[src/rtl/cpu_run_monitor.sv]
// ---------------------------------------------------------------------------
// cpu_run_monitor
//
// Run controller and monitor for a CPU core. It sequences the core's reset,
// counts executed cycles, stops the run on a halt instruction, a PC stall
// or a timeout, and keeps a ring-buffer trace of the most recent PCs.
//
// Ports:
//   clk        in   1              system clock, rising edge
//   rst        in   1              asynchronous active-low reset of this block
//   start      in   1              run request pulse, honoured in IDLE or DONE
//   pc         in   ADDR_LEN       CPU program counter
//   inst       in   INSTR_LEN      CPU current instruction
//   cpu_rst    out  1              active-high reset to the CPU
//   running    out  1              high while in RUN
//   done       out  1              high while in DONE
//   status     out  2              00 none, 01 halt, 10 stall, 11 timeout
//   cycles     out  CNT_W          RUN cycles completed in current/last run
//   trace_idx  in   log2(DEPTH)    trace read index, 0 = most recent
//   trace_pc   out  ADDR_LEN       trace entry at trace_idx (combinational)
//   trace_cnt  out  log2(DEPTH)+1  valid trace entries, saturating at DEPTH
// ---------------------------------------------------------------------------
module cpu_run_monitor #(
  parameter int                   ADDR_LEN     = 32,
  parameter int                   INSTR_LEN    = 32,
  parameter int                   RESET_CYCLES = 1,
  parameter int                   MAX_CYCLES   = 100,
  parameter int                   STALL_LIMIT  = 8,
  parameter logic [INSTR_LEN-1:0] HALT_INST    = 32'hFFFF_FFFF,
  parameter int                   TRACE_DEPTH  = 8,
  parameter int                   CNT_W        = 16,
  // derived widths, not meant to be overridden
  parameter int                   IDX_W        = $clog2(TRACE_DEPTH),
  parameter int                   TCNT_W       = IDX_W + 1
) (
  input  logic                 clk,
  input  logic                 rst,
  input  logic                 start,
  input  logic [ADDR_LEN-1:0]  pc,
  input  logic [INSTR_LEN-1:0] inst,
  output logic                 cpu_rst,
  output logic                 running,
  output logic                 done,
  output logic [1:0]           status,
  output logic [CNT_W-1:0]     cycles,
  input  logic [IDX_W-1:0]     trace_idx,
  output logic [ADDR_LEN-1:0]  trace_pc,
  output logic [TCNT_W-1:0]    trace_cnt
);

  localparam int RST_W   = (RESET_CYCLES > 1) ? $clog2(RESET_CYCLES) : 1;
  localparam int STALL_W = $clog2(STALL_LIMIT + 1);

  localparam logic [1:0] ST_NONE    = 2'b00;
  localparam logic [1:0] ST_HALT    = 2'b01;
  localparam logic [1:0] ST_STALL   = 2'b10;
  localparam logic [1:0] ST_TIMEOUT = 2'b11;

  typedef enum logic [1:0] {
    S_IDLE  = 2'd0,
    S_RESET = 2'd1,
    S_RUN   = 2'd2,
    S_DONE  = 2'd3
  } state_t;

  // -------------------------------------------------------------------------
  // State and datapath registers
  // -------------------------------------------------------------------------
  state_t               r_state;
  logic [RST_W-1:0]     r_rst_cnt;
  logic [CNT_W-1:0]     r_cycles;
  logic [1:0]           r_status;
  logic [STALL_W-1:0]   r_stall_cnt;
  logic [ADDR_LEN-1:0]  r_prev_pc;
  logic [IDX_W-1:0]     r_wr_ptr;
  logic [TCNT_W-1:0]    r_trace_cnt;
  logic                 r_cpu_rst;
  logic                 r_running;
  logic                 r_done;
  logic [ADDR_LEN-1:0]  r_trace [TRACE_DEPTH];

  // -------------------------------------------------------------------------
  // Next-state / control signals
  // -------------------------------------------------------------------------
  state_t               w_state_next;
  logic [RST_W-1:0]     w_rst_cnt_next;
  logic [1:0]           w_status_next;
  logic                 w_clear;      // start of a new run: wipe run results
  logic                 w_run_step;   // one executed RUN cycle at this edge
  logic [CNT_W-1:0]     w_cycles_inc;
  logic [STALL_W-1:0]   w_stall_inc;
  logic                 w_trace_full;
  logic [IDX_W-1:0]     w_rd_ptr;
  logic                 w_rd_valid;

  assign w_cycles_inc = r_cycles + CNT_W'(1);

  // The first RUN cycle of a run has no previous pc to compare against;
  // r_cycles is still zero then because every run starts with a clear.
  assign w_stall_inc = ((r_cycles == '0) || (pc != r_prev_pc))
                       ? STALL_W'(1)
                       : r_stall_cnt + STALL_W'(1);

  assign w_trace_full = (r_trace_cnt == TCNT_W'(TRACE_DEPTH));

  // -------------------------------------------------------------------------
  // FSM: next state, status and control strobes
  // -------------------------------------------------------------------------
  always_comb begin
    w_state_next   = r_state;
    w_rst_cnt_next = r_rst_cnt;
    w_status_next  = r_status;
    w_clear        = 1'b0;
    w_run_step     = 1'b0;

    case (r_state)
      S_IDLE: begin
        w_clear = 1'b1;
        if (start) begin
          w_state_next   = S_RESET;
          w_rst_cnt_next = '0;
        end
      end

      S_RESET: begin
        if (r_rst_cnt == RST_W'(RESET_CYCLES - 1)) begin
          w_state_next = S_RUN;
        end else begin
          w_rst_cnt_next = r_rst_cnt + RST_W'(1);
        end
      end

      S_RUN: begin
        w_run_step = 1'b1;
        // Termination is judged on the values this edge records, so the
        // final cycle and trace entry land together with the move to DONE.
        if (inst == HALT_INST) begin
          w_status_next = ST_HALT;
          w_state_next  = S_DONE;
        end else if (w_stall_inc == STALL_W'(STALL_LIMIT)) begin
          w_status_next = ST_STALL;
          w_state_next  = S_DONE;
        end else if (w_cycles_inc == CNT_W'(MAX_CYCLES)) begin
          w_status_next = ST_TIMEOUT;
          w_state_next  = S_DONE;
        end
      end

      S_DONE: begin
        if (start) begin
          w_clear        = 1'b1;
          w_state_next   = S_RESET;
          w_rst_cnt_next = '0;
        end
      end

      default: begin
        w_state_next = S_IDLE;
      end
    endcase

    if (w_clear) begin
      w_status_next = ST_NONE;
    end
  end

  always_ff @(posedge clk or negedge rst) begin
    if (!rst) begin
      r_state   <= S_IDLE;
      r_rst_cnt <= '0;
    end else begin
      r_state   <= w_state_next;
      r_rst_cnt <= w_rst_cnt_next;
    end
  end

  // Outputs are registered from the next state so they change on the same
  // edge as the state itself.
  always_ff @(posedge clk or negedge rst) begin
    if (!rst) begin
      r_cpu_rst <= 1'b1;
      r_running <= 1'b0;
      r_done    <= 1'b0;
      r_status  <= ST_NONE;
    end else begin
      r_cpu_rst <= (w_state_next != S_RUN);
      r_running <= (w_state_next == S_RUN);
      r_done    <= (w_state_next == S_DONE);
      r_status  <= w_status_next;
    end
  end

  // -------------------------------------------------------------------------
  // Run datapath: cycle count, stall tracking, trace pointer and count
  // -------------------------------------------------------------------------
  always_ff @(posedge clk or negedge rst) begin
    if (!rst) begin
      r_cycles    <= '0;
      r_stall_cnt <= '0;
      r_prev_pc   <= '0;
      r_wr_ptr    <= '0;
      r_trace_cnt <= '0;
    end else if (w_clear) begin
      r_cycles    <= '0;
      r_stall_cnt <= '0;
      r_wr_ptr    <= '0;
      r_trace_cnt <= '0;
    end else if (w_run_step) begin
      r_cycles    <= w_cycles_inc;
      r_stall_cnt <= w_stall_inc;
      r_prev_pc   <= pc;
      r_wr_ptr    <= r_wr_ptr + IDX_W'(1);   // wraps: depth is a power of two
      if (!w_trace_full) begin
        r_trace_cnt <= r_trace_cnt + TCNT_W'(1);
      end
    end
  end

  // -------------------------------------------------------------------------
  // Trace storage: one register per entry so the whole buffer clears on
  // reset and can be read combinationally.
  // -------------------------------------------------------------------------
  generate
    for (genvar gi = 0; gi < TRACE_DEPTH; gi++) begin : g_trace
      always_ff @(posedge clk or negedge rst) begin
        if (!rst) begin
          r_trace[gi] <= '0;
        end else if (w_run_step && (r_wr_ptr == IDX_W'(gi))) begin
          r_trace[gi] <= pc;
        end
      end
    end
  endgenerate

  // r_wr_ptr points at the next slot, so the newest entry sits one behind it.
  assign w_rd_ptr   = r_wr_ptr - trace_idx - IDX_W'(1);
  assign w_rd_valid = ({1'b0, trace_idx} < r_trace_cnt);

  assign trace_pc  = w_rd_valid ? r_trace[w_rd_ptr] : '0;
  assign trace_cnt = r_trace_cnt;
  assign cpu_rst   = r_cpu_rst;
  assign running   = r_running;
  assign done      = r_done;
  assign status    = r_status;
  assign cycles    = r_cycles;

endmodule

[config.mk]
export PLATFORM = sky130hd
export DESIGN_NAME = cpu_run_monitor
export DESIGN_NICKNAME = d
export VERILOG_FILES = /design/src/rtl/cpu_run_monitor.sv
export SDC_FILE = /design/constraint.sdc
export NUM_CORES = 1
export LEC_CHECK = 0
export BUFFER_PORTS_ARGS = -buffer_cell sky130_fd_sc_hd__buf_2
export CORE_ASPECT_RATIO = 2
export CORE_MARGIN = 2
export CORE_UTILIZATION = 55
export DETAILED_ROUTE_END_ITERATION = 8
export PLACE_DENSITY = 0.85
export SLEW_MARGIN = 15
export SYNTH_ARGS = -nofsm -noshare
export SYNTH_HDL_FRONTEND = slang
export SYNTH_SLANG_ARGS = --single-unit
export TNS_END_PERCENT = 5
[constraint.sdc]
create_clock -name clk -period 4.4 [get_ports clk]
set_input_delay 0.22 -clock clk [delete_from_list [all_inputs] [get_ports clk]]
set_output_delay 0.22 -clock clk [all_outputs]
set_load 0.02 [all_outputs]
==> flow_summary_export.csv <==
group,metric,value,unit
clocking,clockBufferDepth,3,
cells_and_area,regArea,8060,um^2
power_and_ir_drop,p_leak,7.46,nW
cells_and_area,final_nets,1305,
cells_and_area,final_common_cell,"dfrtp_1",
sta,period_needed,3.68,ns
clocking,cts_tree,"done",
clocking,clkTransAtPathRegs,0.07,ns
drt,dr.pass1.iters,4,
clocking,h-tree-depth,1,
drt,routed-via-count,9619,
cells_and_area,final_cells,1588,
worst_setup_path,reg2reg_slack,1.74,ns
sta,whs,0.0672,ns
min_path,worstHoldPathType,"in2reg",
placed_design,hpwl,22000,um
worst_setup_path,start_kind,"register",
floorplanning,floorplan.die.width,122,um
power_and_ir_drop,peakVddDrop,0.416,mV
grt,grt_overflow,0,
clocking,holdBufCountCts,1,
drt,drtIter0Drc,589,
cells_and_area,final_cell_mix,"dfrtp_1 (321), mux2_2 (288), buf_2 (125)",
grt,grt.total_usage,24.3,%
power_and_ir_drop,power_frac_comb,45.6,%
sta,setup_violations,0,
worst_setup_path,cpPeakStageDelay,1.15,ns
flow_run,maxCapViolCount,0,
grt,grt_first_pass_wirelength,55400,um
sta,setup_ws,0.722,ns
clocking,worstSkewPairLatency,0.54,ns
drt,postRouteAntennaNets,0,
placed_design,gp_congestion,0.878,
clocking,cts_setup_buffers,0,
synthesis,syn_area_per_cell,13.5,um^2
placed_design,dp_cells,1538,
sta,fin_skew,0.00763,ns
floorplanning,die_h,241,um
power_and_ir_drop,switching_power,5.05,mW
status,status,"complete, no violations",
synthesis,synth.distinct_cells,50,
sta,post-route-period-util,83.6,%
synthesis,async_flop_share,100,%
synthesis,yosysSeqAreaShare,52.4,%
cells_and_area,drive_above_1_share,45.7,%
drt,viasPerCell,6.06,
placed_design,post_dp_cell_area,16300,um^2
synthesis,synthFlopType,"dfrtp_1",
grt,antenna_found_initial,1,
worst_setup_path,end_kind,"primary output",
synthesis,synthCells,1136,
clocking,cts_buffers,26,
sta,rsz0062_at_grt,"no",
sta,timing.setup.tns,0,ns
placed_design,dp_slack,1.30,ns
drt,wire_per_inst,21.7,um
grt,grt_max_degree,119,
sta,fmax,272,MHz
clocking,clockRootBuffer,"clkbuf_16",
worst_setup_path,cp_slowest_cell,"fa_2",
drt,wirelength,34500,um
sta,worst_pin_slew,0.960,ns
placed_design,io_buffers,126,
power_and_ir_drop,p_total,14.1,mW
cells_and_area,areaGrowthSynthToFinish,12.0,%
floorplanning,io_pins,127,
power_and_ir_drop,cellInternalPower,9.04,mW
sta,worst_slew_margin_rel,36.0,%
power_and_ir_drop,pwr_density_cell,817,nW/um^2
synthesis,synthesis.nets,1226,
floorplanning,die_area,29400,um^2
sta,drv_slew,0,
power_and_ir_drop,clockPowerShare,17.2,%
worst_setup_path,arrival,3.46,ns
clocking,cts-resized-gates,0,
cells_and_area,design_area,17200,um^2
sta,finalHoldViolCount,0,
worst_setup_path,worstPathRequired,4.18,ns
grt,grt_pass1_vias,10400,
synthesis,synth_warnings,0,
floorplanning,core,27500,um^2
cells_and_area,postLayoutCoreUtil,62.6,%
worst_setup_path,cp_max_fo,28,
floorplanning,row_count,86,
drt,remaining_drc_errors,0,
clocking,clock_sinks,322,
floorplanning,start_util,55.9,%
worst_setup_path,critPathKind,"reg2out",
synthesis,ys_seq_elements,322,
synthesis,syn-cell-area,15400,um^2
worst_setup_path,path_cells,"ha_4, inv_1, fa_2, buf_12, mux4_2, nand2_1, a21oi_1, buf_2",
cells_and_area,fillerInstances,2061,
cells_and_area,multi_input_area,6950,um^2
power_and_ir_drop,p_seq_share,37.2,%
power_and_ir_drop,p_sw_share,35.9,%
synthesis,synth_edf_count,0,
area by class of cell:
cell class | count | share of cell area, %
Antenna cell | 1 | 0.0145
Clock buffer | 35 | 4.33
Clock inverter | 13 | 0.857
Inverter | 17 | 0.370
Multi-Input combinational cell | 702 | 40.3
Sequential cell | 322 | 46.8
Tap cell | 352 | 2.56
Timing Repair Buffer | 146 | 4.82
worst paths after layout:
check / start / endpoint / cells after the start
hold reg to reg: r_trace[115] / r_trace[115] / 1
setup reg to reg: r_state[0] / r_trace[51] / 5
min in group asynchronous: rst / r_trace[55] / 2
hold / removal: pc[0] / r_trace[160] / 2
max in group asynchronous: rst / r_trace[163] / 3
setup / recovery: r_wr_ptr[0] / trace_pc[12] / 8
cells by family after synthesis:
kind of cell / Yosys count / share of synthesized area, %
DFF: 322 / 52.4
and+or+nand+nor: 206 / 6.54
buffers and inverters: 112 / 2.89
AOI/OAI and AO/OA: 57 / 2.25
muxes: 358 / 30.8
adders and majority gates: 20 / 1.67
xor gates and xnor gates: 61 / 3.47
worst max-delay path: cells and delay by family (launching register included):
kind                     cells  cell delay [ns]
flip-flops                   1             0.46
AO/OA/AOI/OAI                1             0.28
buffers and inverters        3             0.56
multiplexers                 1             0.21
AND/OR/NAND/NOR              1             0.05
adder cells (fa/ha/maj)      2             1.30
power by group through the flow:
stage | logic, mW | clock network, mW | registers, mW
final | 6.43 | 2.42 | 5.24
after global routing | 6.91 | 2.58 | 5.39
after CTS | 6.48 | 2.47 | 5.21
after detailed placement | 6.44 | 0 | 5.26
after global placement | 6.23 | 0 | 5.13
after floorplan | 4.85 | 0 | 5.01
cells in the mapped netlist, types with 19 or more instances:
| cell | instances | area share [%] |
|---|---|---|
| mux2_2 | 288 | 21 |
| nand4_1 | 21 | 0.85 |
| a21oi_1 | 37 | 1.2 |
| nor4_1 | 19 | 0.77 |
| xor2_1 | 46 | 2.6 |
| mux4_2 | 64 | 9.4 |
| ha_1 | 19 | 1.5 |
| nor2_1 | 46 | 1.1 |
| buf_1 | 36 | 0.88 |
| dfrtp_1 | 321 | 52 |
| clkbuf_1 | 47 | 1.1 |
| nand2_1 | 80 | 2.0 |
sequential cells by signal, summed over array words and instances, names as in the netlist:
name and count:
r_trace 256, r_prev_pc 32, cycles 16, r_stall_cnt 4
trace_cnt 4, r_wr_ptr 3, r_state 2, status 2
cpu_rst 1, done 1, running 1
layer usage:
| layer | part of all wire [%] | global-route usage, % | up-vias |
|---|---|---|---|
| met5 | 0 | 0 | - |
| met1 | 38 | 28.8 | 5052 |
| met2 | 54 | 44.0 | 266 |
| li1 | - | - | 4217 |
| met3 | 4.1 | 2.88 | 84 |
| met4 | 3.9 | 10.7 | 0 |
(Power assumes the default switching activity.)
